===== config.mk =====
export PLATFORM = sky130hd
export DESIGN_NAME = l2_req_arbiter_flat
export DESIGN_NICKNAME = d
export VERILOG_FILES = /design/src/rtl/l2_req_arbiter_if.sv /design/src/rtl/l2_req_arbiter.sv /design/src/flat_wrapper.sv
export SDC_FILE = /design/constraint.sdc
export NUM_CORES = 1
export LEC_CHECK = 0
export ABC_AREA = 1
export CAP_MARGIN = 15
export CORE_AREA = 4 4 192 194
export CTS_CLUSTER_SIZE = 28
export DETAILED_ROUTE_END_ITERATION = 16
export DIE_AREA = 0 0 196 198
export GPL_TIMING_DRIVEN = 0
export PLACE_DENSITY = 0.69
export SYNTH_ARGS = -nofsm -noshare
export SYNTH_HDL_FRONTEND = slang
export SYNTH_SLANG_ARGS = --single-unit

===== constraint.sdc =====
create_clock -name i_clk -period 7.5 [get_ports i_clk]
set_input_delay 1.5 -clock i_clk [delete_from_list [all_inputs] [get_ports i_clk]]
set_output_delay 1.5 -clock i_clk [all_outputs]
set_load 0.005 [all_outputs]

===== src/rtl/l2_req_arbiter_if.sv =====
// Bus bundle between the L2 request arbiter, its requesters and the L2 channel.
// The master modport is the arbiter's view; slave is the surrounding system.
interface l2_req_arbiter_if #(
    parameter int N_REQ  = 4,
    parameter int ID_W   = $clog2(N_REQ),
    parameter int TAG_W  = 4,
    parameter int REQ_W  = 64,
    parameter int RESP_W = 64
);
    logic [N_REQ-1:0]       i_req_valid;
    logic [N_REQ*TAG_W-1:0] i_req_tag;
    logic [N_REQ*REQ_W-1:0] i_req_payload;
    logic [N_REQ-1:0]       o_req_ready;
    logic                   o_l2_req_valid;
    logic [ID_W+TAG_W-1:0]  o_l2_req_tag;
    logic [REQ_W-1:0]       o_l2_req_payload;
    logic                   i_l2_req_ready;
    logic                   i_l2_resp_valid;
    logic [ID_W+TAG_W-1:0]  i_l2_resp_tag;
    logic [RESP_W-1:0]      i_l2_resp_payload;
    logic                   o_l2_resp_ready;
    logic [N_REQ-1:0]       o_resp_valid;
    logic [TAG_W-1:0]       o_resp_tag;
    logic [RESP_W-1:0]      o_resp_payload;
    logic [N_REQ-1:0]       i_resp_ready;
    logic                   o_err_unroutable;

    modport master (
        input  i_req_valid, i_req_tag, i_req_payload,
        output o_req_ready,
        output o_l2_req_valid, o_l2_req_tag, o_l2_req_payload,
        input  i_l2_req_ready,
        input  i_l2_resp_valid, i_l2_resp_tag, i_l2_resp_payload,
        output o_l2_resp_ready,
        output o_resp_valid, o_resp_tag, o_resp_payload,
        input  i_resp_ready,
        output o_err_unroutable
    );

    modport slave (
        output i_req_valid, i_req_tag, i_req_payload,
        input  o_req_ready,
        input  o_l2_req_valid, o_l2_req_tag, o_l2_req_payload,
        output i_l2_req_ready,
        output i_l2_resp_valid, i_l2_resp_tag, i_l2_resp_payload,
        input  o_l2_resp_ready,
        input  o_resp_valid, o_resp_tag, o_resp_payload,
        output i_resp_ready,
        input  o_err_unroutable
    );
endinterface


===== src/rtl/l2_req_arbiter.sv =====
// Round-robin arbiter sharing one L2 request channel among N_REQ requesters.
// Granted requests land in a one-entry output stage tagged with the requester
// ID; responses are routed back by that ID, and per-requester outstanding
// counters cap how many requests each requester may have in flight.
module l2_req_arbiter #(
    parameter int N_REQ     = 4,
    parameter int ID_W      = $clog2(N_REQ),
    parameter int TAG_W     = 4,
    parameter int REQ_W     = 64,
    parameter int RESP_W    = 64,
    parameter int MAX_OUTST = 4,
    parameter int CNT_W     = $clog2(MAX_OUTST+1)
) (
    input logic              i_clk,
    input logic              i_reset,
    l2_req_arbiter_if.master io_bus
);

    logic [ID_W-1:0]   r_rr_ptr;
    logic [CNT_W-1:0]  r_cnt [N_REQ];
    logic              r_l2_req_vld_p1;
    logic [ID_W+TAG_W-1:0] r_l2_req_tag_p1;
    logic [REQ_W-1:0]  r_l2_req_pay_p1;
    logic              r_err;

    logic              w_stage_free;
    logic [N_REQ-1:0]  w_elig;
    logic [N_REQ-1:0]  w_cnt_zero;
    logic [N_REQ-1:0]  w_gnt;
    logic              w_gnt_any;
    logic [ID_W-1:0]   w_gnt_id;
    logic [TAG_W-1:0]  w_gnt_tag;
    logic [REQ_W-1:0]  w_gnt_pay;
    logic [ID_W-1:0]   w_resp_id;
    logic [N_REQ-1:0]  w_resp_sel;
    logic              w_id_ok;
    logic              w_l2_resp_ready;
    logic [N_REQ-1:0]  w_dec;
    logic              w_bad_resp;
    logic [RESP_W-1:0] w_resp_payload;

    assign w_stage_free = !r_l2_req_vld_p1 || io_bus.i_l2_req_ready;

    // A requester is eligible while it is asking and still under its outstanding cap.
    always_comb begin
        w_elig     = '0;
        w_cnt_zero = '0;
        for (int i = 0; i < N_REQ; i++) begin
            w_elig[i]     = io_bus.i_req_valid[i] && (r_cnt[i] < CNT_W'(MAX_OUTST));
            w_cnt_zero[i] = (r_cnt[i] == '0);
        end
    end

    // Round-robin search starting at r_rr_ptr; only one requester wins per cycle.
    always_comb begin
        int idx;
        idx       = 0;
        w_gnt     = '0;
        w_gnt_any = 1'b0;
        w_gnt_id  = '0;
        w_gnt_tag = '0;
        w_gnt_pay = '0;
        if (w_stage_free) begin
            for (int off = 0; off < N_REQ; off++) begin
                idx = int'(r_rr_ptr) + off;
                if (idx >= N_REQ) idx = idx - N_REQ;
                if (!w_gnt_any && w_elig[idx]) begin
                    w_gnt_any  = 1'b1;
                    w_gnt[idx] = 1'b1;
                    w_gnt_id   = ID_W'(idx);
                    w_gnt_tag  = io_bus.i_req_tag[idx*TAG_W +: TAG_W];
                    w_gnt_pay  = io_bus.i_req_payload[idx*REQ_W +: REQ_W];
                end
            end
        end
    end

    assign io_bus.o_req_ready = w_gnt;

    // Decode the returned ID; IDs with no matching requester are dropped but accepted.
    assign w_resp_id = io_bus.i_l2_resp_tag[ID_W+TAG_W-1:TAG_W];
    always_comb begin
        w_resp_sel      = '0;
        w_id_ok         = 1'b0;
        w_l2_resp_ready = 1'b1;
        for (int i = 0; i < N_REQ; i++) begin
            if (w_resp_id == ID_W'(i)) begin
                w_resp_sel[i]   = 1'b1;
                w_id_ok         = 1'b1;
                w_l2_resp_ready = io_bus.i_resp_ready[i];
            end
        end
    end

    assign w_dec          = w_resp_sel & io_bus.i_resp_ready & {N_REQ{io_bus.i_l2_resp_valid}};
    assign w_bad_resp     = io_bus.i_l2_resp_valid && (!w_id_ok || |(w_dec & w_cnt_zero));
    assign w_resp_payload = io_bus.i_l2_resp_payload;

    assign io_bus.o_resp_valid     = w_resp_sel & {N_REQ{io_bus.i_l2_resp_valid}};
    assign io_bus.o_l2_resp_ready  = w_l2_resp_ready;
    assign io_bus.o_resp_tag       = io_bus.i_l2_resp_tag[TAG_W-1:0];
    assign io_bus.o_resp_payload   = w_resp_payload;

    // Output stage: load on grant, drain when L2 takes it, hold while stalled.
    always_ff @(posedge i_clk or posedge i_reset) begin
        if (i_reset) begin
            r_l2_req_vld_p1 <= 1'b0;
            r_l2_req_tag_p1 <= '0;
            r_l2_req_pay_p1 <= '0;
            r_rr_ptr        <= '0;
        end else if (w_gnt_any) begin
            r_l2_req_vld_p1 <= 1'b1;
            r_l2_req_tag_p1 <= {w_gnt_id, w_gnt_tag};
            r_l2_req_pay_p1 <= w_gnt_pay;
            r_rr_ptr        <= (w_gnt_id == ID_W'(N_REQ-1)) ? '0 : w_gnt_id + 1'b1;
        end else if (io_bus.i_l2_req_ready) begin
            r_l2_req_vld_p1 <= 1'b0;
        end
    end

    assign io_bus.o_l2_req_valid   = r_l2_req_vld_p1;
    assign io_bus.o_l2_req_tag     = r_l2_req_tag_p1;
    assign io_bus.o_l2_req_payload = r_l2_req_pay_p1;

    // Outstanding counters: +1 on request handshake, -1 on response handshake, floor at 0.
    always_ff @(posedge i_clk or posedge i_reset) begin
        if (i_reset) begin
            for (int i = 0; i < N_REQ; i++) r_cnt[i] <= '0;
        end else begin
            for (int i = 0; i < N_REQ; i++) begin
                if (w_gnt[i] && !w_dec[i]) begin
                    r_cnt[i] <= r_cnt[i] + 1'b1;
                end else if (!w_gnt[i] && w_dec[i] && !w_cnt_zero[i]) begin
                    r_cnt[i] <= r_cnt[i] - 1'b1;
                end
            end
        end
    end

    // Sticky flag for unroutable responses or responses with nothing outstanding.
    always_ff @(posedge i_clk or posedge i_reset) begin
        if (i_reset) begin
            r_err <= 1'b0;
        end else if (w_bad_resp) begin
            r_err <= 1'b1;
        end
    end

    assign io_bus.o_err_unroutable = r_err;

endmodule


===== src/flat_wrapper.sv =====
// flat-port wrapper written by rule: the top's interface ports become plain ports
module l2_req_arbiter_flat 
#(
    parameter int N_REQ     = 4,
    parameter int ID_W      = $clog2(N_REQ),
    parameter int TAG_W     = 4,
    parameter int REQ_W     = 64,
    parameter int RESP_W    = 64,
    parameter int MAX_OUTST = 4,
    parameter int CNT_W     = $clog2(MAX_OUTST+1)
)
  (i_clk, i_reset, io_bus_i_req_valid, io_bus_i_req_tag, io_bus_i_req_payload, io_bus_o_req_ready, io_bus_o_l2_req_valid, io_bus_o_l2_req_tag, io_bus_o_l2_req_payload, io_bus_i_l2_req_ready, io_bus_i_l2_resp_valid, io_bus_i_l2_resp_tag, io_bus_i_l2_resp_payload, io_bus_o_l2_resp_ready, io_bus_o_resp_valid, io_bus_o_resp_tag, io_bus_o_resp_payload, io_bus_i_resp_ready, io_bus_o_err_unroutable);
  l2_req_arbiter_if #(.N_REQ(N_REQ), .ID_W(ID_W), .TAG_W(TAG_W), .REQ_W(REQ_W), .RESP_W(RESP_W)) io_bus_i ();
  input logic i_clk;
  input logic i_reset;
  input wire logic [$bits(io_bus_i.i_req_valid)-1:0] io_bus_i_req_valid;
  input wire logic [$bits(io_bus_i.i_req_tag)-1:0] io_bus_i_req_tag;
  input wire logic [$bits(io_bus_i.i_req_payload)-1:0] io_bus_i_req_payload;
  output wire logic [$bits(io_bus_i.o_req_ready)-1:0] io_bus_o_req_ready;
  output wire logic [$bits(io_bus_i.o_l2_req_valid)-1:0] io_bus_o_l2_req_valid;
  output wire logic [$bits(io_bus_i.o_l2_req_tag)-1:0] io_bus_o_l2_req_tag;
  output wire logic [$bits(io_bus_i.o_l2_req_payload)-1:0] io_bus_o_l2_req_payload;
  input wire logic [$bits(io_bus_i.i_l2_req_ready)-1:0] io_bus_i_l2_req_ready;
  input wire logic [$bits(io_bus_i.i_l2_resp_valid)-1:0] io_bus_i_l2_resp_valid;
  input wire logic [$bits(io_bus_i.i_l2_resp_tag)-1:0] io_bus_i_l2_resp_tag;
  input wire logic [$bits(io_bus_i.i_l2_resp_payload)-1:0] io_bus_i_l2_resp_payload;
  output wire logic [$bits(io_bus_i.o_l2_resp_ready)-1:0] io_bus_o_l2_resp_ready;
  output wire logic [$bits(io_bus_i.o_resp_valid)-1:0] io_bus_o_resp_valid;
  output wire logic [$bits(io_bus_i.o_resp_tag)-1:0] io_bus_o_resp_tag;
  output wire logic [$bits(io_bus_i.o_resp_payload)-1:0] io_bus_o_resp_payload;
  input wire logic [$bits(io_bus_i.i_resp_ready)-1:0] io_bus_i_resp_ready;
  output wire logic [$bits(io_bus_i.o_err_unroutable)-1:0] io_bus_o_err_unroutable;
  assign io_bus_i.i_req_valid = io_bus_i_req_valid;
  assign io_bus_i.i_req_tag = io_bus_i_req_tag;
  assign io_bus_i.i_req_payload = io_bus_i_req_payload;
  assign io_bus_o_req_ready = io_bus_i.o_req_ready;
  assign io_bus_o_l2_req_valid = io_bus_i.o_l2_req_valid;
  assign io_bus_o_l2_req_tag = io_bus_i.o_l2_req_tag;
  assign io_bus_o_l2_req_payload = io_bus_i.o_l2_req_payload;
  assign io_bus_i.i_l2_req_ready = io_bus_i_l2_req_ready;
  assign io_bus_i.i_l2_resp_valid = io_bus_i_l2_resp_valid;
  assign io_bus_i.i_l2_resp_tag = io_bus_i_l2_resp_tag;
  assign io_bus_i.i_l2_resp_payload = io_bus_i_l2_resp_payload;
  assign io_bus_o_l2_resp_ready = io_bus_i.o_l2_resp_ready;
  assign io_bus_o_resp_valid = io_bus_i.o_resp_valid;
  assign io_bus_o_resp_tag = io_bus_i.o_resp_tag;
  assign io_bus_o_resp_payload = io_bus_i.o_resp_payload;
  assign io_bus_i.i_resp_ready = io_bus_i_resp_ready;
  assign io_bus_o_err_unroutable = io_bus_i.o_err_unroutable;
  l2_req_arbiter #(.N_REQ(N_REQ), .ID_W(ID_W), .TAG_W(TAG_W), .REQ_W(REQ_W), .RESP_W(RESP_W), .MAX_OUTST(MAX_OUTST), .CNT_W(CNT_W)) u_core (.i_clk(i_clk), .i_reset(i_reset), .io_bus(io_bus_i));
endmodule

# Word-level counts from Yosys, hierarchy flattened
# Cells that the tools add are included.
dict set report totals {
  reg_bits 86
  latch_bits 0
  ram_bits 0
  rom_bits 0
  out_inout_bits 149
  wordCells 195
  mem_count 0
}
dict set report op_classes {
  add_sub_neg 16
  multipliers 0
  n_div 0
  magnitude_cmp 16
  eq_ne 4
  shift 8
  muxes 81
  bitwise_logic 7
  n_reduce_logical 54
}
# operator count
set ops {}
lappend ops {{$shiftx A256 B32 Y64} 4}
lappend ops {{$mux W64} 5}
lappend ops {{$mux W32} 8}
lappend ops {{$ge A32 B1 Y1 const B} 4}
lappend ops {{$lt A32 B4 Y1 const B} 4}
lappend ops {{$shiftx A16 B32 Y4} 4}
lappend ops {{$ge A32 B4 Y1 const B} 3}
lappend ops {{$sub A32 B4 Y32 const B} 3}
lappend ops {{$mux W4} 13}
lappend ops {{$mux W1} 33}
lappend ops {{$logic_and A1 B1 Y1} 24}
lappend ops {{$mux W3} 8}
lappend ops {{$logic_not A1 Y1} 17}
lappend ops {{$and A4 B4 Y4} 4}
lappend ops {{$add A3 B1 Y3 const B} 4}
lappend ops {{$logic_not A3 Y1} 4}
lappend ops {{$lt A3 B3 Y1 const B} 4}
lappend ops {{$mux W2} 6}
lappend ops {{$or A4 B4 Y4} 3}
lappend ops {{$sub A3 B1 Y3 const B} 4}
lappend ops {{$reduce_bool A2 Y1} 5}
lappend ops {{$bmux W1 S2} 4}
lappend ops {{$demux W1 S2} 4}
lappend ops {{$add A2 B2 Y3 const B} 2}
lappend ops {{other kinds (9)} 12}

# Depth between registers and ports, before layout
dict set report depth {
  depth_word 25
  ltp_mapped 22
  mapped_depth_nobuf 17
}

# Least setup slack after synthesis
# No wires, ideal clock.
dict set report synth_timing {
  path_kind {register to output}
  from {register u_core.r_rr_ptr[1]}
  to {output port io_bus_o_req_ready[3]}
  t_arrival_ns 2.483
  required_time_ns 6.000
  setup_slack_ns 3.517
  path_stages_with_launch 17
  cell_sequence {dfrtp_1 buf_4 inv_2 buf_2 clkbuf_1 ha_1 buf_2 inv_1 nand3_1 nand2_4 nand3_4 buf_6 inv_4 nand2_2 nand3_2 nand2_2 inv_1}
}
dict set report synth_between {
  elab_chain_len 20
}
# item line_no
set synth_lines {}
lappend synth_lines {{from (decl)} l2_req_arbiter.sv:19} ;# logic [ID_W-1:0] r_rr_ptr;
lappend synth_lines {{from (signal assigned)} l2_req_arbiter.sv:115} ;# r_rr_ptr <= (w_gnt_id == ID_W'(N_REQ-1)) ? '0 : w_gnt_id + 1'b1;
lappend synth_lines {{branches (longest 18 deep; another with $sub A32 B4 Y32)} -}
lappend synth_lines {{$mux W4 *} l2_req_arbiter.sv:67} ;# if (!w_gnt_any && w_elig[idx]) begin
lappend synth_lines {{$mux W4 *} l2_req_arbiter.sv:63} ;# if (w_stage_free) begin
lappend synth_lines {{to (decl)} flat_wrapper.sv:19} ;# output wire logic [$bits(io_bus_i.o_req_ready)-1:0] io_bus_o_req_ready;
# Mark *: on every way between the ends. The select of a mux whose other input is x is not followed.

# Worst setup path after layout
# Same ends and word-level chain as after synthesis.

==> summary.md <==
| Metric | Value |
|---|---|
| Status | complete, no violations |
| Setup violators final | 0 |
| FMAX | 170 MHz |
| Setup_tns | 0 ps |
| Critical Path Source Type | flip-flop |
| Cells after Synth | 2314 |
| Synth cell count leaders | nand2_1, o21ai_0, inv_1, nand3_1, clkbuf_1 |
| FFs w/ async S/R, synth | 100% |
| Synth Register Bits | 86 |
| IO buf count | 434 |
| CTS tree | yes |
| DRT Wirelength | between 70000 and 80000 um |
| Fin crit share | 78.4% |
| # fillers | 3605 |
| Post-CTS sizing | 0 |
| Routed length per placed instance | 22.3 um |
| Area share of the leading cell type in the synthesized netlist | 25.2% |
| Depth of the most critical reg-to-reg path | 18 |
| WP data arrival | approximately 4400 ps |
| Final Critical Period | about 6000 ps |
| Multi-input gate area | about 0.0087 mm2 |
| Die width | 196 um |
| Die Ht | 198 um |
| WP data required | roughly 6000 ps |
| Synth cell types | 40 |
| Skew-Pair Late Insertion Delay | 380 ps |
| Top post-synthesis cells by area | nand2_1, dfrtp_1, o21ai_0, nand3_1, inv_1 |
| Area Overhead vs Synth | 40.7% |
| Area of the die | 0.0388 mm2 |
| Hpwl dp | about 56000 um |
| Crit Path Category | flip-flop to output port |
| Final hold violations | 0 |
| Leak Pwr | approximately 0.0086 uW |
| Most numerous cell in the Yosys netlist | nand2_1 |
| Sequential area share after synthesis | roughly 17% |
| Post-synth EDFFs | 0 |
| Clock Tree Buf Depth | 2 |
| Syn nets | between 2000 and 3000 |
| Hold_ws | roughly 490 ps |
| DR iter-0 viols | roughly 2700 |
| First-pass GRT wire length | about 110000 um |
| H-tree levels | 3 |
| Hold_buf cts | 0 |
| Post-route core utilization | between 50% and 60% |
| Cell Rows | 69 |
| Worst-Margin Slew | approximately 950 ps |
| Predominant post-synthesis flop cell | dfrtp_1 |
| Final-report max-slew violation count | 0 |
| Max-slew headroom | 36.6% |
| Worst Hold Path Cells | 2 |
| DRC | 0 |
| Postcts setup bufs | 0 |
| Worst Path Max Fanout | 13 |
| Crit. End Element | output port |
| Gr ovfl total | 0 |
| Antenna violations before repair | 5 |
| # nets final | 3127 |
| Syn Area/Cell | 5.61 um2 |
| Clk pin slew, worst setup/hold paths | roughly 80 ps |
| Power density over the cells | about 520 mW/mm2 |
| Worst IR drop on VDD | about 0.00025 V |
| Gpl congestion | slightly below 1 |
| Antenna viol nets, final | 0 |
| Layout cells sized above 1 | around 7.6% |
| Total core area | approximately 0.035 mm2 |
| Tot GR Track Use | about a third |
| MaxCap Viol Count | 0 |
| Initial Util | 36.8% |
| Drt first pass iters | 6 |
| Yosys Warn Count | 0 |
| TritonCTS Buffers | 9 |
| Reg area | about 0.0022 mm2 |
| Area leader, netlist | nand2_1 |
| Root buf cell | clkbuf_16 |
| Via count | approximately 18000 |
| # clock sinks | between 80 and 90 |
| Via/cell ratio | roughly 5.7 |
| # IOs | around 500 |
| Cell area after synthesis | around 0.013 mm2 |
| Vias in the first global route | 17700 |
| Pin count of the biggest net entering global routing | 60 |
| Unrepaired setup endpoints after global routing | false |
| Hold Crit Class | flip-flop to flip-flop |
| Final Skew | around 14 ps |
[sequential cells by signal, summed over array words and instances (netlist names)]
register / flops
u_core.io_bus.o_l2_req_valid: 1
u_core.io_bus.o_l2_req_payload: 64
u_core.r_cnt: 12
u_core.r_rr_ptr: 2
u_core.io_bus.o_err_unroutable: 1
u_core.io_bus.o_l2_req_tag: 6
[power breakdown]
group          internal (uW)  switching, uW
Combinational           2640           5400
Sequential               732            181
Clock                    296            240
Total                   3670           5820
[logic make-up after synthesis]
logic type      share of synthesized area [%]
compound gates                           24.3
xor+xnor                                0.270
fa+ha+maj                                1.48
buf+inv                                  16.6
flops                                    16.6
mux                                     0.694
simple gates                             40.0
[worst max-delay path: stages (launching register included)]
cell and delay [ps]:
dfrtp_1 460, buf_4 220, inv_2 70, buf_2 280, clkbuf_1 630, ha_1 360
buf_2 160, inv_1 150, nand3_1 140, nand2_4 130, nand3_4 170, buf_6 210
inv_4 120, nand2_2 60, nand3_2 150, nand2_2 90, inv_1 80, clkdlybuf4s50_1 500
[cells in the final DEF (no fill, tap or decap), types with 3 or more instances in the layout]
cell,Yosys,final
a31oi_1,20,20
inv_2,8,8
nand3_1,145,145
o311ai_1,10,10
buf_1,7,7
xor2_1,4,4
buf_6,14,14
buf_4,80,80
clkbuf_16,0,9
nand3_4,3,3
o2111ai_1,20,20
nand2_4,3,3
nand3_2,10,10
and2_1,32,32
o21ai_1,49,49
o21ai_0,263,263
buf_2,58,58
fa_1,4,4
dfrtp_1,86,86
mux2i_1,9,9
inv_1,180,179
diode_2,0,3
o2bb2ai_1,44,44
nor3_1,9,9
clkdlybuf4s50_1,0,434
nor2_1,78,78
nand2_1,872,872
a211o_1,9,9
a21oi_1,57,57
nand4_1,54,54
nand2_2,12,12
ha_1,9,9
clkbuf_1,99,100
o211ai_1,54,54
[final timing paths]
| kind | slack, ps | endpoint | start |
|---|---|---|---|
| setup / recovery | 1620 | io_bus_o_req_ready[3] | u_core.r_rr_ptr[1] |
| hold / removal | 490 | u_core.io_bus.o_l2_req_payload[20] | u_core.io_bus.o_l2_req_payload[20] |
| setup reg to reg | 2960 | u_core.r_rr_ptr[1] | u_core.r_rr_ptr[1] |
| hold reg to reg | 490 | u_core.io_bus.o_l2_req_payload[20] | u_core.io_bus.o_l2_req_payload[20] |
| max in group asynchronous | 5330 | u_core.io_bus.o_l2_req_tag[2] | i_reset |
| min in group asynchronous | 1490 | u_core.io_bus.o_l2_req_payload[27] | i_reset |
[area by class of cell]
class | count | share of cell area (%)
diodes | 3 | 0.0411
inverters | 189 | 3.91
plain buffers | 258 | 7.92
flip-flops and latches | 86 | 11.8
well taps | 461 | 3.16
repair buffers | 435 | 23.9
multi-input cells | 1781 | 47.5
clock inverters | 6 | 0.514
clock buffers | 10 | 1.25
[routing by layer]
layer / part of all wire, % / wire length [um] / vias to the layer above / GRT usage (%)
met2: 44 / 31800 / 1393 / 55.1
li1: - / - / 8470 / -
met5: 0.051 / 37 / - / 0
met4: 4.8 / 3450 / 6 / 15.4
met3: 12 / 8800 / 253 / 8.64
met1: 39 / 28000 / 8371 / 45.2
[through the flow]
stage / cell area (um2) / setup WS, ps / total power (uW) / instances
after floorplan: 13000 / 3520 / 5800 / 2314
after global placement: 17900 / 1800 / 8500 / 3209
after detailed placement: 17900 / 2140 / 8640 / 3210
after CTS: 18300 / 1700 / 9200 / 3226
after global routing: 18300 / 1490 / 10100 / 3228
final: 18300 / 1620 / 9490 / 3229
Power figures use the tool's default switching activity.
